[config.mk]
export PLATFORM = sky130hd
export DESIGN_NAME = calkko_core
export DESIGN_NICKNAME = d
export VERILOG_FILES = /design/src/rtl/calkko_core.sv
export SDC_FILE = /design/constraint.sdc
export NUM_CORES = 1
export LEC_CHECK = 0
export ABC_CLOCK_PERIOD_IN_PS = 7800
export BUFFER_PORTS_ARGS = -buffer_cell sky130_fd_sc_hd__buf_2
export CORE_MARGIN = 8
export CORE_UTILIZATION = 43
export DETAILED_ROUTE_END_ITERATION = 10
export PLACE_DENSITY = 0.65
export SYNTH_ARGS = -nofsm -noshare
export SYNTH_HDL_FRONTEND = slang
export SYNTH_SLANG_ARGS = --single-unit
[constraint.sdc]
create_clock -name clk -period 7.8 [get_ports clk]
set_clock_uncertainty 0.05 [all_clocks]
set_input_delay 0.39 -clock clk [delete_from_list [all_inputs] [get_ports clk]]
set_output_delay 0.39 -clock clk [all_outputs]
set_load 0.02 [all_outputs]
[src/rtl/calkko_core.sv]
// 4-digit BCD calculator datapath: sanitised operand display, BCD add/sub and per-digit
// logic ops, all registered with one cycle of latency.
module calkko_core (
  input  logic        clk,
  input  logic        rst,
  input  logic [3:0]  A1,
  input  logic [3:0]  A2,
  input  logic [3:0]  A3,
  input  logic [3:0]  A4,
  input  logic [3:0]  B1,
  input  logic [3:0]  B2,
  input  logic [3:0]  B3,
  input  logic [3:0]  B4,
  input  logic [1:0]  ST,
  input  logic [2:0]  ST_L,
  output logic        set,
  output logic [15:0] number
);

  typedef enum logic [1:0] {
    StA   = 2'd0,
    StB   = 2'd1,
    StObl = 2'd2,
    StWyn = 2'd3
  } state_e;

  typedef enum logic [2:0] {
    OpAdd = 3'd0,
    OpSub = 3'd1,
    OpXor = 3'd2,
    OpOr  = 3'd3,
    OpAnd = 3'd4
  } op_e;

  function automatic logic [3:0] clamp9(input logic [3:0] d);
    return (d > 4'd9) ? 4'd9 : d;
  endfunction

  logic [15:0] a_san, b_san;
  logic [15:0] sum_bcd, diff_bcd;
  logic [15:0] number_d, number_q;
  logic        set_d, set_q;

  assign a_san = {clamp9(A1), clamp9(A2), clamp9(A3), clamp9(A4)};
  assign b_san = {clamp9(B1), clamp9(B2), clamp9(B3), clamp9(B4)};

  // Ripple carry/borrow from units (nibble 0) up to thousands; final carry/borrow dropped.
  always_comb begin
    logic       carry;
    logic       borrow;
    logic [4:0] s;
    logic [4:0] t;
    carry    = 1'b0;
    borrow   = 1'b0;
    s        = 5'd0;
    t        = 5'd0;
    sum_bcd  = 16'h0000;
    diff_bcd = 16'h0000;
    for (int i = 0; i < 4; i++) begin
      s = {1'b0, a_san[i*4 +: 4]} + {1'b0, b_san[i*4 +: 4]} + {4'd0, carry};
      if (s > 5'd9) begin
        s     = s - 5'd10;
        carry = 1'b1;
      end else begin
        carry = 1'b0;
      end
      sum_bcd[i*4 +: 4] = s[3:0];

      // Biased by 10 so the intermediate never goes negative.
      t = {1'b0, a_san[i*4 +: 4]} + 5'd10 - {1'b0, b_san[i*4 +: 4]} - {4'd0, borrow};
      if (t < 5'd10) begin
        borrow = 1'b1;
      end else begin
        t      = t - 5'd10;
        borrow = 1'b0;
      end
      diff_bcd[i*4 +: 4] = t[3:0];
    end
  end

  always_comb begin
    number_d = number_q;
    set_d    = set_q;
    unique case (state_e'(ST))
      StA: begin
        number_d = a_san;
        set_d    = 1'b0;
      end
      StB: begin
        number_d = b_san;
        set_d    = 1'b0;
      end
      StObl: begin
        set_d = 1'b1;
        case (ST_L)
          OpAdd:   number_d = sum_bcd;
          OpSub:   number_d = diff_bcd;
          OpXor:   number_d = a_san ^ b_san;
          OpOr:    number_d = a_san | b_san;
          OpAnd:   number_d = a_san & b_san;
          default: begin
            number_d = 16'h0000;
            set_d    = 1'b0;
          end
        endcase
      end
      StWyn: begin
        number_d = number_q;
        set_d    = set_q;
      end
    endcase
  end

  always_ff @(posedge clk) begin
    if (rst) begin
      number_q <= 16'h0000;
      set_q    <= 1'b0;
    end else begin
      number_q <= number_d;
      set_q    <= set_d;
    end
  end

  assign number = number_q;
  assign set    = set_q;

endmodule

# Word-level counts from Yosys, hierarchy flattened
# Index checks and enable logic that the tools add are counted.
[op_classes]
add_sub_neg = 26
order_cmp = 16
eq_ne = 7
n_mux = 26
bitwise = 3
reduce_logical = 4
[op_table]
columns = ["cell", "n"]
rows = [
  ["case mux 16 bit (5 select lines)", 1],
  ["2-to-1 mux 4 bit", 16],
  ["case mux 16 bit (3 select lines)", 1],
  ["> comparator 4 bit, second input constant", 8],
  ["subtractor 4 bit, second input constant", 8],
  ["adder 4 x 4 -> 5 bit", 4],
  ["adder 4 x 4 -> 5 bit, second input constant", 4],
  ["> comparator 5 x 4 -> 1 bit, second input constant", 4],
  ["< comparator 5 x 4 -> 1 bit, second input constant", 4],
  ["subtractor 5 x 4 -> 5 bit", 4],
  ["bitwise AND 16 bit", 1],
  ["OR 16 bit", 1],
  ["XOR 16 bit", 1],
  ["adder 5 x 1 -> 5 bit", 3],
  ["subtractor 5 x 1 -> 5 bit", 3],
  ["2-to-1 mux 1 bit", 7],
  ["equality test 3 x 2 -> 1 bit, second input constant", 2],
  ["OR reduction 5 bit", 1],
  ["equality test 2 bit, second input constant", 2],
  ["equality test 3 x 1 -> 1 bit, second input constant", 1],
  ["equality test 3 bit, second input constant", 1],
  ["zero test 3 bit", 1],
  ["equality test 2 x 1 -> 1 bit, second input constant", 1],
  ["zero test 2 bit", 1],
  ["other kinds (2)", 2],
]
[word_totals]
register_bits = 17
output_inout_bits = 17

# Logic depth before layout (Yosys ltp)
[logic_depth]
word_depth = 17
mapped_depth = 40
depth_no_buf = 40

# Worst setup path before layout
# OpenSTA, ideal clock, no wires.
[synth_path]
kind = "input port to flip-flop"
start = "in A4[3]"
end = "reg number_q[14], in the netlist number[14]"
t_arrival_ns = 7.684
path_slack_ns = 0.007
path_stages = 36
path_buffers = 0
cell_sequence = "inv_1 > nand2_1 > ha_1 > ha_1 > fa_1 > inv_1 > ha_1 > nand2b_1 > a21oi_1 > a2111oi_4 > fa_1 > inv_1 > ha_1 > ha_1 > fa_1 > xor2_1 > a21oi_1 > fa_1 > inv_1 > ha_1 > ha_1 > fa_1 > xor2_1 > a21oi_1 > fa_1 > inv_1 > ha_1 > ha_1 > fa_1 > inv_1 > o21ai_0 > mux2_2 > o221ai_1 > nand3b_1 > a21oi_1 > a31o_1"
[synth_between]
elab_chain_len = 17
elab_cells_between_ends = 31
classes_between = "11 x add/sub; 9 x order compare; 11 x mux"
[synth_rtl]
columns = ["item", "line_no", "rtl"]
rows = [
  ["from (decl)", "9", "input logic [3:0] A4,"],
  ["> comparator 4 bit", "36", "return (d > 4'd9) ? 4'd9 : d;"],
  ["2-to-1 mux 4 bit (*)", "36", ""],
  ["adder 4 x 4 -> 5 bit", "70", "t = {1'b0, a_san[i*4 +: 4]} + 5'd10 - {1'b0, b_san[i*4 +: 4]} - {4'd0, borrow};"],
  ["subtractor 5 x 4 -> 5 bit", "70", ""],
  ["< comparator 5 x 4 -> 1 bit", "71", "if (t < 5'd10) begin"],
  ["2-to-1 mux 1 bit", "71", ""],
  ["subtractor 5 x 1 -> 5 bit", "70", ""],
  ["< comparator 5 x 4 -> 1 bit", "71", ""],
  ["2-to-1 mux 1 bit", "71", ""],
  ["subtractor 5 x 1 -> 5 bit", "70", ""],
  ["< comparator 5 x 4 -> 1 bit", "71", ""],
  ["2-to-1 mux 1 bit", "71", ""],
  ["subtractor 5 x 1 -> 5 bit", "70", ""],
  ["subtractor 4 bit or < comparator 5 x 4 -> 1 bit (tied branches)", "74, 71", ""],
  ["2-to-1 mux 4 bit", "71", ""],
  ["case mux 16 bit (5 select lines) (*)", "95", "case (ST_L)"],
  ["case mux 16 bit (3 select lines) (*)", "84", "unique case (state_e'(ST))"],
  ["to (signal assigned)", "119", "number_q <= number_d;"],
  ["to (decl)", "41", "logic [15:0] number_d, number_q;"],
]
# Mark *: on every way between the ends. The rest lies on a longest branch, timed or not.
# A chain may end at the register's enable or synchronous reset.

# Worst setup path in the final report
[layout_path]
start = "in A4[2]"
end = "reg number_q[14], in the netlist number[14]"
# Same word-level chain as after synthesis.

==> metrics.txt <==
core outline area=0.00859 mm²; type of element launching the critical path=primary input; worst path setup slack after routing=between 400 and 500 ps; maximum number of pins on one net before global-route repair=32; worst-case clock buffer depth=2; area share of the leading cell type in the synthesized netlist=around a fifth; share of total power in the clock network=12.2%; synthesis-to-finish area growth=15.3%; initial core utilization=43.9%; proportion of synthesized chip area in sequential cells=under 10%; cell-internal power=roughly 0.34 mW; Worst Hold Path Cells=2; Combinational Power Share=between 70% and 80%; clock latency on the worst-skew pair=between 200 and 300 ps; register-to-register path setup slack=6840 ps; switching share of total power=46.5%; # Post-CTS Setup Buffers=0; cell at the root of the clock tree=sky130_fd_sc_hd__clkbuf_8; fraction of layout cells with a size suffix above 1=between 20% and 30%; standard-cell rows=34; data arrival time of the critical path=between 7000 and 8000 ps; max_slew headroom=24.1%; synthesized-area fraction occupied by and/or/nand/nor cells=16.1%; io pins=56; number of vias in the routed layout=3765; kind of end point of the critical path=flop; non-filler instance count after layout=668; library cell occupying the most area in the post-synthesis netlist=sky130_fd_sc_hd__ha_1; worst setup path category=primary input to flop; kind of path behind the tightest hold check=flop to flop; most common cell type on the critical path=sky130_fd_sc_hd__ha_1; count of hold-fix buffers inserted at cts=0; total chip power=between 0.6 and 0.7 mW; number of synthesized register bits=17; Clk pin slew, worst setup/hold paths=80 ps; net count after synthesis=625; sequential cell fraction of total power=15.8%; measured slew at the worst slew-check pin=1140 ps; global route total overflow=0; Cell Count Post-Placement=between 600 and 700; global placement routability congestion=about 0.94; count of cells along the worst register-to-register path=3; highest clock frequency the design can meet=~140 MHz; quantity of I/O buffers inserted on ports=55; hold violation total from the final report=0; RR Startpoint=number[3]$_SDFFE_PP0P_; asr flop ratio synth=0%; endpoint of the most critical register-to-register path=number[3]$_SDFFE_PP0P_; Post-DP HPWL=a little under 9000 µm; post-detailed-route DRC marker count=0; CTS sink cnt=17; worst vdd rail ir drop=76.3 µV; number of fill cells=857; die outline width=110 µm; prevailing post-synth register cell=sky130_fd_sc_hd__dfxtp_1; Die Area=0.0120 mm²; count of nets after finishing=680; placement-stage worst setup slack=-118 ps; wire length of the first global-routing pass=around 18000 µm; result of the run=finished clean; total power density per cell area=around 140 mW/mm²; destination of the worst hold path=number[15]$_SDFFE_PP0P_; max-cap check violation count=0; total CTS buffers=3; number of flops mapped to enable cells by yosys=0; Final Cycle Share=a little over nine tenths; vias per cell=5.64; TritonCTS clock tree=built; total global-route track usage=19.0%; biggest cell delay along the critical path=around 520 ps; fraction of the mapped netlist area in compound gates=26.6%; Total Neg Setup Slack=0 ps; height of the chip=approximately 110 µm; number of DRC markers in iteration 0=234; ANT cells=0; post-detailed-route count of antenna-violating nets=0; Final Routed Wirelength=11400 µm; worst hold slack=398 ps; total number of H-tree levels=1; hold path startpoint=number[15]$_SDFFE_PP0P_; multiplexer share of the synthesized area=3.39%; most used cells in the layout excluding fill and tap cells=sky130_fd_sc_hd__inv_1 (68), sky130_fd_sc_hd__ha_1 (62), sky130_fd_sc_hd__buf_2 (55), sky130_fd_sc_hd__nand2_1 (54), sky130_fd_sc_hd__a21oi_1 (49); Post-Synthesis Cells=roughly 500; via count of the first global-routing pass=3657; number of antenna violations at the first check in global routing=0; Critical Path Slowest Stage Cell=sky130_fd_sc_hd__fa_1; routed length per placed instance=approximately 17 µm; Period minus WS final=7340 ps; number of gates resized after cts=0; Leakage Power=~2.2 nW; count of warnings emitted by yosys=0; Initial DRT Pass Iterations=5; NetSw=0.292 mW; Post-Syn Area per Cell=7.45 µm²; share of the synthesized netlist area taken by xor and xnor gates=4.85%; largest family of logic cells by synthesized area=adder cells; post-synthesis instance area=0.00377 mm²; area share of fa/ha/maj cells after synthesis=between 20% and 30%; top cells by area in the synthesized netlist=sky130_fd_sc_hd__ha_1 (21%), sky130_fd_sc_hd__dfxtp_1 (9.0%), sky130_fd_sc_hd__fa_1 (8.5%), sky130_fd_sc_hd__a21oi_1 (6.9%), sky130_fd_sc_hd__inv_1 (6.8%); Netlist cell types=59; crit-path max FO=4; number of failing setup endpoints in the final timing report=0; most frequent standard cell in the layout excluding fill and tap cells=sky130_fd_sc_hd__inv_1; worst endpoint required time=7970 ps; fin. max-slew vios=0
## cell usage after synthesis (3+ instances only)
library cell and n:
sky130_fd_sc_hd__nor3b_1 3, sky130_fd_sc_hd__nor3_1 8, sky130_fd_sc_hd__nand2_1 54, sky130_fd_sc_hd__a211o_1 4
sky130_fd_sc_hd__a21oi_1 52, sky130_fd_sc_hd__a21o_1 7, sky130_fd_sc_hd__xnor2_1 16, sky130_fd_sc_hd__fa_1 16
sky130_fd_sc_hd__nand2b_1 7, sky130_fd_sc_hd__inv_1 68, sky130_fd_sc_hd__a221oi_1 7, sky130_fd_sc_hd__a221o_1 3
sky130_fd_sc_hd__nor2_1 29, sky130_fd_sc_hd__a211oi_1 3, sky130_fd_sc_hd__o21ai_0 20, sky130_fd_sc_hd__o21ai_1 11
sky130_fd_sc_hd__buf_2 5, sky130_fd_sc_hd__xor2_1 3, sky130_fd_sc_hd__ha_1 64, sky130_fd_sc_hd__a22oi_1 4
sky130_fd_sc_hd__mux2i_1 6, sky130_fd_sc_hd__nand3_1 9, sky130_fd_sc_hd__clkbuf_1 18, sky130_fd_sc_hd__dfxtp_1 17
sky130_fd_sc_hd__a31oi_1 6, sky130_fd_sc_hd__buf_4 3, sky130_fd_sc_hd__a222oi_1 5, sky130_fd_sc_hd__o31ai_1 3
sky130_fd_sc_hd__o211ai_1 6, sky130_fd_sc_hd__nor2b_1 9
## worst max path at each step
stage / start / slack (ps) / to
2_1_floorplan: A4[3] / 7 / number[14]$_SDFFE_PP0P_
3_3_place_gp: A4[2] / 70 / number[14]$_SDFFE_PP0P_
3_5_place_dp: A4[2] / -120 / number[14]$_SDFFE_PP0P_
4_1_cts: B4[2] / 130 / number[14]$_SDFFE_PP0P_
5_1_grt: A4[2] / -6 / number[14]$_SDFFE_PP0P_
6_report: A4[2] / 460 / number[14]$_SDFFE_PP0P_
## power by group through the flow
stage,clock network [mW],registers (mW),logic (mW)
detailed placement,0,0.101,0.431
finish,0.0768,0.0990,0.452
global route,0.0809,0.0999,0.504
floorplan,0,0.111,0.297
CTS,0.0783,0.0989,0.435
global placement,0,0.101,0.424
## area by class of cell
class	instances	area, µm²	area share (%)
repair buffers	78	448	10.3
clock inverters	1	5.00	0.115
inverters	69	259	5.96
flip-flops and latches	17	340	7.83
clock buffers	3	41.3	0.950
well taps	108	135	3.11
multi-input cells	392	3120	71.7
## critical path, delay by kind of cell
family | cells | cell delay, ps
fa+ha+maj | 16 | 4230
compound gates | 9 | 1500
xor+xnor | 1 | 190
mux | 1 | 350
buf+inv | 8 | 480
simple gates | 3 | 370
## cells by family after synthesis
logic type | Yosys count
simple gates | 131
xor+xnor | 20
flops | 17
fa+ha+maj | 80
compound gates | 151
buf+inv | 97
mux | 10
## registers in the layout, indices dropped and copies added (netlist names)
| register | flops |
|---|---|
| set | 1 |
| number | 16 |
## metal layers
metal | global-route usage (%) | vias up | share of wire, %
li1 | - | 1852 | -
met1 | 25.1 | 1764 | 46
met2 | 32.2 | 137 | 47
met3 | 1.52 | 12 | 5.6
met4 | 5.88 | 0 | 1.8
met5 | 0 | - | 0
## metrics by stage
step	instance area [µm²]	utilization [%]
2_1_floorplan	3770	-
3_3_place_gp	4230	49.2
3_5_place_dp	4230	49.2
4_1_cts	4270	49.7
5_1_grt	4350	50.6
6_report	4350	50.6
Power figures use the tool's default switching activity.
